==> src/rtl/movement_control.sv <==
// Per-frame sequencer for the movement datapath: walks the bird, then the player,
// through clear/move/draw, and owns the bird's bounce, fall and escape behaviour.
module movement_control #(
   parameter int FRAME_DIV     = 833333,
   parameter int ESCAPE_FRAMES = 300
) (
   input  logic       clk,
   input  logic       reset,
   input  logic       key_left,
   input  logic       key_right,
   input  logic       key_up,
   input  logic       key_down,
   input  logic       isShot,
   input  logic       enable,
   input  logic       leave,
   input  logic [7:0] XBhold,
   input  logic [6:0] YBhold,
   output logic [3:0] control,
   output logic       PorB,
   output logic       fly,
   output logic       fall,
   output logic       overrun
);
   typedef enum logic [3:0] {
      S_HOLD    = 4'b0000,
      S_PREHOLD = 4'b0100,
      S_CLEAR   = 4'b0001,
      S_RIGHT   = 4'b0010,
      S_LEFT    = 4'b0011,
      S_DRAW    = 4'b0101,
      S_DOWN    = 4'b0110,
      S_UP      = 4'b0111
   } state_t;

   localparam logic [19:0] DIV_LAST = 20'(FRAME_DIV - 1);
   localparam logic [8:0]  ESC_CNT  = 9'(ESCAPE_FRAMES);

   state_t      state_q, state_d;
   logic [19:0] frame_cnt_q, frame_cnt_d;
   logic        tick_pend_q, tick_pend_d;
   logic        overrun_q, overrun_d;
   logic        porb_q, porb_d;
   logic        fly_q, fly_d;
   logic        fall_q, fall_d;
   logic        dx_q, dx_d;
   logic        dy_q, dy_d;
   logic [8:0]  spawn_q, spawn_d;
   // A plan slot holding S_HOLD means "no move on this axis".
   state_t      bird_h_q, bird_h_d, bird_v_q, bird_v_d;
   state_t      player_h_q, player_h_d, player_v_q, player_v_d;
   state_t      cur_h, cur_v;
   logic        tick, in_prehold;

   always_comb begin
      tick        = (frame_cnt_q == DIV_LAST);
      frame_cnt_d = tick ? 20'd0 : frame_cnt_q + 20'd1;
      in_prehold  = (state_q == S_PREHOLD);

      overrun_d   = tick & tick_pend_q;
      tick_pend_d = tick_pend_q;
      if (state_q == S_HOLD && tick_pend_q)
         tick_pend_d = 1'b0;
      if (tick && !tick_pend_q)
         tick_pend_d = 1'b1;

      fall_d  = fall_q | (isShot & ~fly_q);
      fly_d   = fly_q | (in_prehold & (spawn_q == ESC_CNT) & ~fall_d);
      spawn_d = (in_prehold && spawn_q < ESC_CNT) ? spawn_q + 9'd1 : spawn_q;
      dx_d    = dx_q;
      dy_d    = dy_q;
      if (in_prehold) begin
         if (XBhold <= 8'd2)
            dx_d = 1'b1;
         else if (XBhold >= 8'd158)
            dx_d = 1'b0;
         if (YBhold == 7'd0)
            dy_d = 1'b1;
         else if (YBhold >= 7'd117)
            dy_d = 1'b0;
      end
      if (leave) begin
         fall_d  = 1'b0;
         fly_d   = 1'b0;
         spawn_d = 9'd0;
         dx_d    = 1'b1;
         dy_d    = 1'b0;
      end

      bird_h_d   = bird_h_q;
      bird_v_d   = bird_v_q;
      player_h_d = player_h_q;
      player_v_d = player_v_q;
      if (in_prehold) begin
         if (fall_d) begin
            bird_h_d = S_HOLD;
            bird_v_d = S_DOWN;
         end else if (fly_d) begin
            bird_h_d = S_HOLD;
            bird_v_d = S_UP;
         end else begin
            bird_h_d = dx_d ? S_RIGHT : S_LEFT;
            bird_v_d = dy_d ? S_DOWN : S_UP;
         end
         player_h_d = (key_left & ~key_right) ? S_LEFT :
                      (key_right & ~key_left) ? S_RIGHT : S_HOLD;
         player_v_d = (key_up & ~key_down) ? S_UP :
                      (key_down & ~key_up) ? S_DOWN : S_HOLD;
      end

      cur_h   = porb_q ? bird_h_q : player_h_q;
      cur_v   = porb_q ? bird_v_q : player_v_q;
      state_d = state_q;
      porb_d  = porb_q;
      case (state_q)
         S_HOLD:    if (tick_pend_q) state_d = S_PREHOLD;
         S_PREHOLD: state_d = S_CLEAR;
         S_CLEAR: begin
            if (enable)
               state_d = (cur_h != S_HOLD) ? cur_h :
                         (cur_v != S_HOLD) ? cur_v : S_DRAW;
         end
         S_LEFT, S_RIGHT: state_d = (cur_v != S_HOLD) ? cur_v : S_DRAW;
         S_UP, S_DOWN:    state_d = S_DRAW;
         S_DRAW: begin
            if (enable) begin
               state_d = porb_q ? S_CLEAR : S_HOLD;
               porb_d  = ~porb_q;
            end
         end
         default: state_d = S_HOLD;
      endcase
   end

   always_ff @(posedge clk or posedge reset) begin
      if (reset) begin
         state_q     <= S_HOLD;
         frame_cnt_q <= 20'd0;
         tick_pend_q <= 1'b0;
         overrun_q   <= 1'b0;
         porb_q      <= 1'b1;
         fly_q       <= 1'b0;
         fall_q      <= 1'b0;
         dx_q        <= 1'b1;
         dy_q        <= 1'b0;
         spawn_q     <= 9'd0;
         bird_h_q    <= S_HOLD;
         bird_v_q    <= S_HOLD;
         player_h_q  <= S_HOLD;
         player_v_q  <= S_HOLD;
      end else begin
         state_q     <= state_d;
         frame_cnt_q <= frame_cnt_d;
         tick_pend_q <= tick_pend_d;
         overrun_q   <= overrun_d;
         porb_q      <= porb_d;
         fly_q       <= fly_d;
         fall_q      <= fall_d;
         dx_q        <= dx_d;
         dy_q        <= dy_d;
         spawn_q     <= spawn_d;
         bird_h_q    <= bird_h_d;
         bird_v_q    <= bird_v_d;
         player_h_q  <= player_h_d;
         player_v_q  <= player_v_d;
      end
   end

   assign control = state_q;
   assign PorB    = porb_q;
   assign fly     = fly_q;
   assign fall    = fall_q;
   assign overrun = overrun_q;
endmodule

==> config.mk <==
export PLATFORM = sky130hd
export DESIGN_NAME = movement_control
export DESIGN_NICKNAME = d
export VERILOG_FILES = /design/src/rtl/movement_control.sv
export SDC_FILE = /design/constraint.sdc
export NUM_CORES = 1
export LEC_CHECK = 0
export ABC_AREA = 1
export CAP_MARGIN = 0
export CELL_PAD_IN_SITES_DETAIL_PLACEMENT = 1
export CELL_PAD_IN_SITES_GLOBAL_PLACEMENT = 2
export CORE_MARGIN = 1.5
export CORE_UTILIZATION = 34
export CTS_BUF_LIST = sky130_fd_sc_hd__clkbuf_16
export DETAILED_ROUTE_END_ITERATION = 12
export GPL_TIMING_DRIVEN = 0
export PLACE_DENSITY = 0.91
export SLEW_MARGIN = 20
export SYNTH_ARGS = -nofsm -noshare
export SYNTH_HDL_FRONTEND = slang
export SYNTH_SLANG_ARGS = --single-unit
==> constraint.sdc <==
create_clock -name clk -period 2.1 [get_ports clk]
set_input_delay 0.21 -clock clk [delete_from_list [all_inputs] [get_ports clk]]
set_output_delay 0.21 -clock clk [all_outputs]
set_load 0.05 [all_outputs]
# --- Yosys cells after proc, flatten, opt, wreduce, memory -nomap -nowiden ---
# Cells that the tools add are included.
word_totals:
  register_bits: 56
  out_inout_bits: 8
  word_cells: 97
  in_bits: 24
classes:
  n_mux: 34
  magnitude_cmp: 4
  reduce_logical: 14
  n_eq_ne: 12
  n_addsub: 2
  n_bitwise: 17
ops:
  columns: ["op", "n"]
  rows:
  - ["$mux 4", 7]
  - ["$pmux 4 s6", 1]
  - ["$add 20x1->20 const B", 1]
  - ["$eq 20x20->1 const B", 1]
  - ["$mux 20", 1]
  - ["$mux 9", 2]
  - ["$mux 1", 17]
  - ["$eq 4x3->1 const B", 4]
  - ["$add 9x1->9 const B", 1]
  - ["$eq 9x9->1 const B", 1]
  - ["$lt 9x9->1 const B", 1]
  - ["$and 1x1->1", 8]
  - ["$eq 4x2->1 const B", 2]
  - ["$ge 8x8->1 const B", 1]
  - ["$le 8x2->1 const B", 1]
  - ["$mux 2", 4]
  - ["$reduce_bool 4->1", 2]
  - ["$ge 7x7->1 const B", 1]
  - ["$logic_not 7->1", 1]
  - ["$not 1->1", 7]
  - ["$mux 3", 2]
  - ["$ne 2x2->1 const B", 3]
  - ["$eq 4x1->1 const B", 1]
  - ["$logic_not 4->1", 1]
  - ["other kinds (7)", 12]

# --- Logic depth before layout (Yosys ltp) ---
# Gate-level depths: netlist (run 1).
depth:
  depth_word: 9
  mapped_depth: 11
  depth_no_buf: 11

# --- Worst setup path after synthesis (run 1) ---
# OpenSTA, ideal clock, no wires.
synth_path:
  path_type: "reg2reg"
  from: "reg state_q[2], in the netlist control[2]"
  to: "reg bird_h_q[0]"
  t_arrival_ns: 1.388
  path_stages_with_launch: 9
  required_time_ns: 1.983
  n_path_buf: 1
  setup_time_ns: 0.117
  period_less_slack_ns: 1.505
  path_slack_ns: 0.595
  path_cell_list: "dfrtp_1 buf_4 nand2_2 nor2_1 nand2_1 nand2_1 nand2_1 nand3_1 nand2_1"
synth_via:
  elab_chain_len: 7
  word_cells_on_any_way: 10
  cone_classes: "1 x eq/ne; 6 x mux; 3 x bitwise"
synth_rtl:
  columns: ["item", "line_no", "rtl"]
  rows:
  - ["from (decl)", "38", "state_t state_q, state_d;"]
  - ["from (signal assigned)", "151", "state_q <= state_d;"]
  - ["$eq 4x3->1 *", "57", "in_prehold = (state_q == S_PREHOLD);"]
  - ["$and 1x1->1 (2 in series)", "67", "fly_d = fly_q | (in_prehold & (spawn_q == ESC_CNT) & ~fall_d);"]
  - ["$or 1x1->1", "67", null]
  - ["$mux 1", "81", "if (leave) begin"]
  - ["$mux 2", "97", "end else if (fly_d) begin"]
  - ["$mux 2", "94", "if (fall_d) begin"]
  - ["to (signal assigned)", "161", "bird_h_q <= bird_h_d;"]
  - ["to (decl)", "49", "state_t bird_h_q, bird_h_d, bird_v_q, bird_v_d;"]
# Every way passes the cells marked *; elsewhere a longest branch is shown, timed or not.
# A chain may end at the register's enable or synchronous reset.

# --- Final worst setup path (run 1) ---
layout_path:
  from: "reg porb_q, in the netlist PorB"
  to: "out PorB"
layout_lines:
  columns: ["item", "line_no", "rtl"]
  rows:
  - ["from (decl)", "42", "logic porb_q, porb_d;"]
  - ["from (signal assigned)", "155", "porb_q <= porb_d;"]
  - ["to (decl)", "19", "output logic PorB,"]
# No word-level cell between the ends.

==> results of run 1 <==
-- power breakdown --
part / switching [mW] / internal (mW) / total, mW
registers: 0.00345 / 0.908 / 0.912
clock network: 0.354 / 0.679 / 1.03
logic: 0.0620 / 0.0556 / 0.118
-- state kept, by name (all words and copies together) (netlist names) --
signal	flops
tick_pend_q	1
PorB	1
fly	1
player_v_q	2
dy_q	1
control	3
player_h_q	2
frame_cnt_q	20
bird_h_q	2
dx_q	1
overrun	1
bird_v_q	2
spawn_q	9
fall	1
-- layer usage --
layer	up-vias	GRT usage
met5	-	0
met4	0	0.0460
met3	7	0.0327
met2	28	0.304
met1	1233	0.224
li1	1303	-
-- worst reg2reg max path, delay by kind of cell, from the launching register on --
family	cells	cell delay, ns
adders and majority gates	1	0.22
buffers and inverters	3	0.41
DFF	1	0.43
and+or+nand+nor	4	0.51
-- per-stage QoR --
| stage | total power [mW] | setup TNS (ns) | setup slack (ns) |
|---|---|---|---|
| final | 2.06 | 0 | 0.287 |
| after global routing | 2.13 | 0 | 0.251 |
| after CTS | 2.09 | 0 | 0.274 |
| after detailed placement | 1.05 | 0 | 0.451 |
| after global placement | 1.04 | -15.04 | -0.337 |
| after floorplan | 0.979 | 0 | 0.595 |
-- final cells by class --
type / count / area share
Sequential cell: 47 / 0.335
Clock inverter: 3 / 0.0181
Clock buffer: 5 / 0.0355
Inverter: 56 / 0.0601
Buffer: 10 / 0.0224
Multi-Input combinational cell: 290 / 0.403
Tap cell: 105 / 0.0373
Timing Repair Buffer: 30 / 0.0882
-- cells in the final DEF (no fill, tap or decap), types with 3 or more instances in the layout --
| cell | synthesis | layout |
|---|---|---|
| nand2_2 | 4 | 4 |
| clkbuf_16 | 0 | 5 |
| xnor2_1 | 8 | 8 |
| buf_2 | 5 | 5 |
| or2_2 | 3 | 3 |
| ha_1 | 6 | 6 |
| dfrtp_1 | 45 | 45 |
| buf_4 | 3 | 3 |
| a21oi_1 | 7 | 7 |
| o21ai_0 | 16 | 16 |
| nand2_1 | 118 | 118 |
| clkdlybuf4s50_1 | 0 | 29 |
| nor2_2 | 13 | 13 |
| nand3_1 | 29 | 29 |
| nand4_1 | 5 | 5 |
| inv_1 | 54 | 54 |
| xor2_1 | 9 | 9 |
| nor2_1 | 57 | 57 |
-- worst max-delay path by stage --
stage | cells past startpoint | slack [ns] | endpoint
after floorplan | 8 | 0.59 | bird_h_q[0]
after global placement | 2 | -0.34 | frame_cnt_q[16]
after detailed placement | 8 | 0.45 | frame_cnt_q[19]
after CTS | 1 | 0.27 | PorB
after global routing | 1 | 0.25 | PorB
final | 1 | 0.29 | PorB
-- logic make-up (layout without fill, tap and decap cells) --
logic type / Yosys count / after routing / share of synthesized area
adders and majority gates: 6 / 6 / 0.0260
other: 1 / 1 / 0.00130
and+or+nand+nor: 239 / 239 / 0.361
AOI/OAI and AO/OA: 27 / 27 / 0.0515
DFF: 47 / 47 / 0.408
buffers and inverters: 66 / 104 / 0.100
xor gates and xnor gates: 17 / 17 / 0.0515
==> results.tsv, run 1 <==
stage	metric	value	unit
clocking	Setup Fix Bufs, Post-CTS	0	
setup_path	crit path kind	flip-flop to output port	
synth	Synth cell types	32	
power	pwr dens	586	mW/mm²
timing	max frequency	552	MHz
final_layout	Final Util	0.428	
synth	#FFs+latches synth	47	
final_layout	Area growth, synth to finish	21.8	%
clocking	clk_lat worst skew	0.29	ns
grt	initial antenna violation count	0	
outcome	status	completed	
floorplan	Row Count	33	
clocking	CTS buffer count	5	
synth	cell count after synthesis	403	
detailed_routing	TritonRoute pass-1 iters	4	
detailed_routing	DR vias	2571	
synth	Syn Area/Cell	7.17	µm²
detailed_routing	Routed WL per cell	13.2	µm
synth	most frequent cells after synthesis	118 x nand2_1, 57 x nor2_1, 54 x inv_1	
synth	Ys Warns	0	
timing	Hold WS	0.254	ns
final_layout	post-route cell area	0.00352	mm²
final_layout	FILL cells	1052	
detailed_routing	metal2 WL	3.48	mm
final_layout	Multi-input gate area	0.00142	mm²
clocking	H-Tree Depth	2	
placed_design	Placed Cells	538	
placed_design	GPL Wtd Cong	0.770	
worst_hold_path	hold-critical path depth	2	
synth	register area share after synthesis	0.408	
synth	top-area cell type share of the netlist area	0.390	
grt	largest net degree at the start of global routing	28	
final_layout	ANT cells	0	
worst_hold_path	Worst Hold Endpoint	fall	
floorplan	Die Ht	95.2	µm
timing	Worst Tran Pin Value	0.519	ns
run	number of max-cap violations	0	
detailed_routing	First DRT Iteration DRCs	61	
detailed_routing	met3 wire len	224	µm
floorplan	die footprint	0.00906	mm²
clocking	CTS max path bufs	2	
clocking	Worst-path clk slew	0.07	ns
grt	GRT Overall Usage	0.176	
timing	Slew HR	0.653	
detailed_routing	vias per cell	4.71	
floorplan	effective utilization at floorplan	0.352	
placed_design	Area after DPL	0.00333	mm²
detailed_routing	M1 wire length	3.46	mm
detailed_routing	final wirelength	7.22	mm
timing	Hold Vio Cnt, Final	0	
final_layout	Non-Filler Instances	546	
setup_path	CP Max Fanout	2	
detailed_routing	Final ANT Viol Nets	0	
grt	GRT overflow	0	
synth	area leader, netlist	dfrtp_1	
final_layout	Final nets	470	
final_layout	FF/Latch Area	0.00118	mm²
timing	fin crit share	0.863	
setup_path	data arrival time of the worst path	1.60	ns
clocking	Sink Count	47	
power	Worst IR Drop VDD	288	µV
floorplan	die width	95.2	µm
setup_path	r2r setup slk	0.43	ns
clocking	clock root cell	clkbuf_16	
clocking	CTS tree	done	
setup_path	slowest cell delay on critical path	0.79	ns
setup_path	Worst R2R Start	frame_cnt_q[0]	
detailed_routing	drt drc	0	
floorplan	core area	0.00822	mm²
synth	async set or reset register ratio after synthesis	1.00	
grt	first-pass GRT wire length	12.4	mm
synth	Mapped Area	0.00289	mm²
final_layout	layout cells sized above 1	0.116	
setup_path	CP bufs+invs	1	
worst_hold_path	hold crit path type	input port to flip-flop	
clocking	post-cts repair resize count	0	
placed_design	DP Wirelength	5.49	mm
floorplan	I/O Pins	32	
timing	Setup-failing EPs final	0	
power	Pleak	1.69	nW
setup_path	critical-path cell list	clkdlybuf4s50_1	
synth	top cells by area, synth	dfrtp_1 39%, nand2_1 15%, nor2_1 7.4%	
timing	Final Max Slew Viols	0	
worst_hold_path	worst hold path startpoint	leave	
synth	most frequent cell after synthesis	nand2_1	
setup_path	R2R Path End	frame_cnt_q[19]	
timing	min Tclk post-route	1.81	ns
setup_path	CP startpoint kind	flip-flop	
timing	unrepaired setup endpoints after global routing	no	
placed_design	PortBufs	29	
detailed_routing	highest routed layer	met4	
synth	Mapped Nets	433	
synth	Synth Flop Type	dfrtp_1	
synth	EDFF count, synth	0	
setup_path	Critical Path Sink Type	output port	
setup_path	Top delay family on crit path	buffers and inverters	
setup_path	R2R depth	8	
setup_path	WP data required	1.89	ns
setup_path	Worst Setup SP	PorB	
timing	Clock Skews	0.00434	ns
clocking	CTS Hold Bufs	0	
setup_path	CP max stage cell	clkdlybuf4s50_1	
grt	number of global-route vias before repair	2733	
(Power assumes the default switching activity.)
==> inputs of run 2 (changes only) <==
CTS_CLUSTER_SIZE = 20   (was unset)
==> results of run 2 <==
Final layout, timing and power as in run 1 (identical DEF).
==> inputs of run 3 (changes only) <==
PLACE_DENSITY = 0.9   (was 0.91)
==> run 3 against run 2 <==
Setup slack better by 0.0038 ns. Hold slack lost 0.012 ns. Register-to-register slack about the same. Power rose by 0.20%. Routed wire length is 1.1% lower. Critical path type unchanged. Critical endpoint unchanged.
==> results.tsv, run 3 (same netlist as run 1, synthesis figures left out) <==
stage	metric	value	unit
timing	Hold Vio Cnt, Final	0	
clocking	H-Tree Depth	2	
clocking	CTS buffer count	5	
final_layout	commonest non-fill, non-tap cells in the layout	118 x nand2_1, 57 x nor2_1, 54 x inv_1, 45 x dfrtp_1	
timing	Clock Skews	0.00334	ns
setup_path	Critical Path Sink Type	output port	
timing	Slew HR	0.664	
final_layout	post-route cell area	0.00352	mm²
setup_path	CP startpoint kind	flip-flop	
clocking	Worst-path clk slew	0.07	ns
timing	Final Max Slew Viols	0	
final_layout	FF/Latch Area	0.00118	mm²
power	total chip power	2.07	mW
detailed_routing	TritonRoute pass-1 iters	4	
detailed_routing	DR vias	2580	
placed_design	GPL Wtd Cong	0.735	
setup_path	CP bufs+invs	1	
floorplan	core area	0.00822	mm²
clocking	Sink Count	47	
grt	GRT overflow	0	
detailed_routing	vias per cell	4.73	
floorplan	effective utilization at floorplan	0.352	
detailed_routing	First DRT Iteration DRCs	58	
timing	unrepaired setup endpoints after global routing	no	
grt	largest net degree at the start of global routing	31	
final_layout	Multi-input gate area	0.00142	mm²
setup_path	CP Max Fanout	2	
setup_path	critical-path cell list	clkdlybuf4s50_1	
floorplan	I/O Pins	32	
placed_design	Placed Cells	538	
final_layout	Largest register FFs	20	
detailed_routing	drt drc	0	
grt	number of global-route vias before repair	2763	
power	Pleak	1.69	nW
final_layout	Final nets	470	
timing	Setup-failing EPs final	0	
final_layout	ANT cells	0	
setup_path	data arrival time of the worst path	1.60	ns
clocking	CTS max path bufs	2	
floorplan	die footprint	0.00906	mm²
clocking	clock root cell	clkbuf_16	
setup_path	slowest cell delay on critical path	0.79	ns
grt	GRT Overall Usage	0.177	
floorplan	Row Count	33	
outcome	status	completed	
final_layout	Non-Filler Instances	546	
final_layout	layout cells sized above 1	0.116	
setup_path	crit path kind	flip-flop to output port	
detailed_routing	Routed WL per cell	13.1	µm
power	Worst IR Drop VDD	257	µV
timing	fin crit share	0.862	
timing	min Tclk post-route	1.81	ns
clocking	post-cts repair resize count	0	
setup_path	WP data required	1.89	ns
detailed_routing	final wirelength	7.14	mm
final_layout	largest reg by FF count	frame_cnt_q	
floorplan	Die Ht	95.2	µm
final_layout	leading cell type in the layout, fill and taps excluded	nand2_1	
power	pwr dens	587	mW/mm²
run	number of max-cap violations	0	
timing	Worst Tran Pin Value	0.502	ns
timing	Hold WS	0.242	ns
grt	initial antenna violation count	0	
final_layout	FILL cells	1046	
detailed_routing	Final ANT Viol Nets	0	
placed_design	DP Wirelength	5.47	mm
setup_path	Top delay family on crit path	buffers and inverters	
timing	Setup TNS	0	ns
placed_design	Area after DPL	0.00333	mm²
final_layout	Area growth, synth to finish	21.8	%
clocking	clk_lat worst skew	0.29	ns
placed_design	PortBufs	29	
worst_hold_path	hold crit path type	input port to asynchronous set/reset pin	
timing	max frequency	553	MHz
grt	first-pass GRT wire length	12.6	mm
clocking	CTS tree	done	
setup_path	CP max stage cell	clkdlybuf4s50_1	
clocking	CTS Hold Bufs	0	
floorplan	die width	95.2	µm
clocking	Setup Fix Bufs, Post-CTS	0	
run 3: power by group:
group / internal [mW] / total (mW) / switching, mW / leakage, nW
Clock: 0.679 / 1.04 / 0.359 / 0.0952
Sequential: 0.908 / 0.912 / 0.00369 / 0.596
Combinational: 0.0553 / 0.117 / 0.0615 / 1.00
Total: 1.64 / 2.07 / 0.424 / 1.69
run 3: per-stage QoR:
step                 util  setup slack (ns)
floorplan               -             0.595
global placement    0.403            -0.318
detailed placement  0.405             0.399
CTS                 0.428             0.281
global route        0.428             0.253
finish              0.428             0.291
run 3: final cells by class:
type,instances,area share
timing repair buffer,30,0.0882
tap,105,0.0373
multi-input combinational,290,0.403
sequential,47,0.335
clock inverter,3,0.0181
clock buffer,5,0.0355
inverter,56,0.0601
buffer,10,0.0224
run 3: per-layer routing:
| layer | GRT usage | vias up | wire (µm) |
|---|---|---|---|
| met5 | 0 | - | 0 |
| met4 | 0.0460 | 0 | 78 |
| met3 | 0.0271 | 6 | 221 |
| met2 | 0.300 | 33 | 3310 |
| met1 | 0.235 | 1240 | 3530 |
| li1 | - | 1301 | - |
run 3: path summary, 6_finish.rpt:
path,start,to,slack (ns),cells after the start
worst min register to register,bird_v_q[1],bird_v_q[1],0.45,2
max in group asynchronous,reset,PorB,1.28,3
min in group clk,leave,fall,0.26,2
worst max-delay path,PorB,PorB,0.29,1
worst min-delay path,reset,spawn_q[0],0.24,2
worst max register to register,frame_cnt_q[0],frame_cnt_q[15],0.42,8
run 3: worst reg2reg max path, stage by stage (launching register included):
cell and delay, ns:
dfrtp_1 0.43, inv_1 0.13, ha_1 0.22, nand3_1 0.11
nor3_2 0.14, nand4_2 0.21, clkinv_2 0.14, buf_12 0.15
a21oi_2 0.04
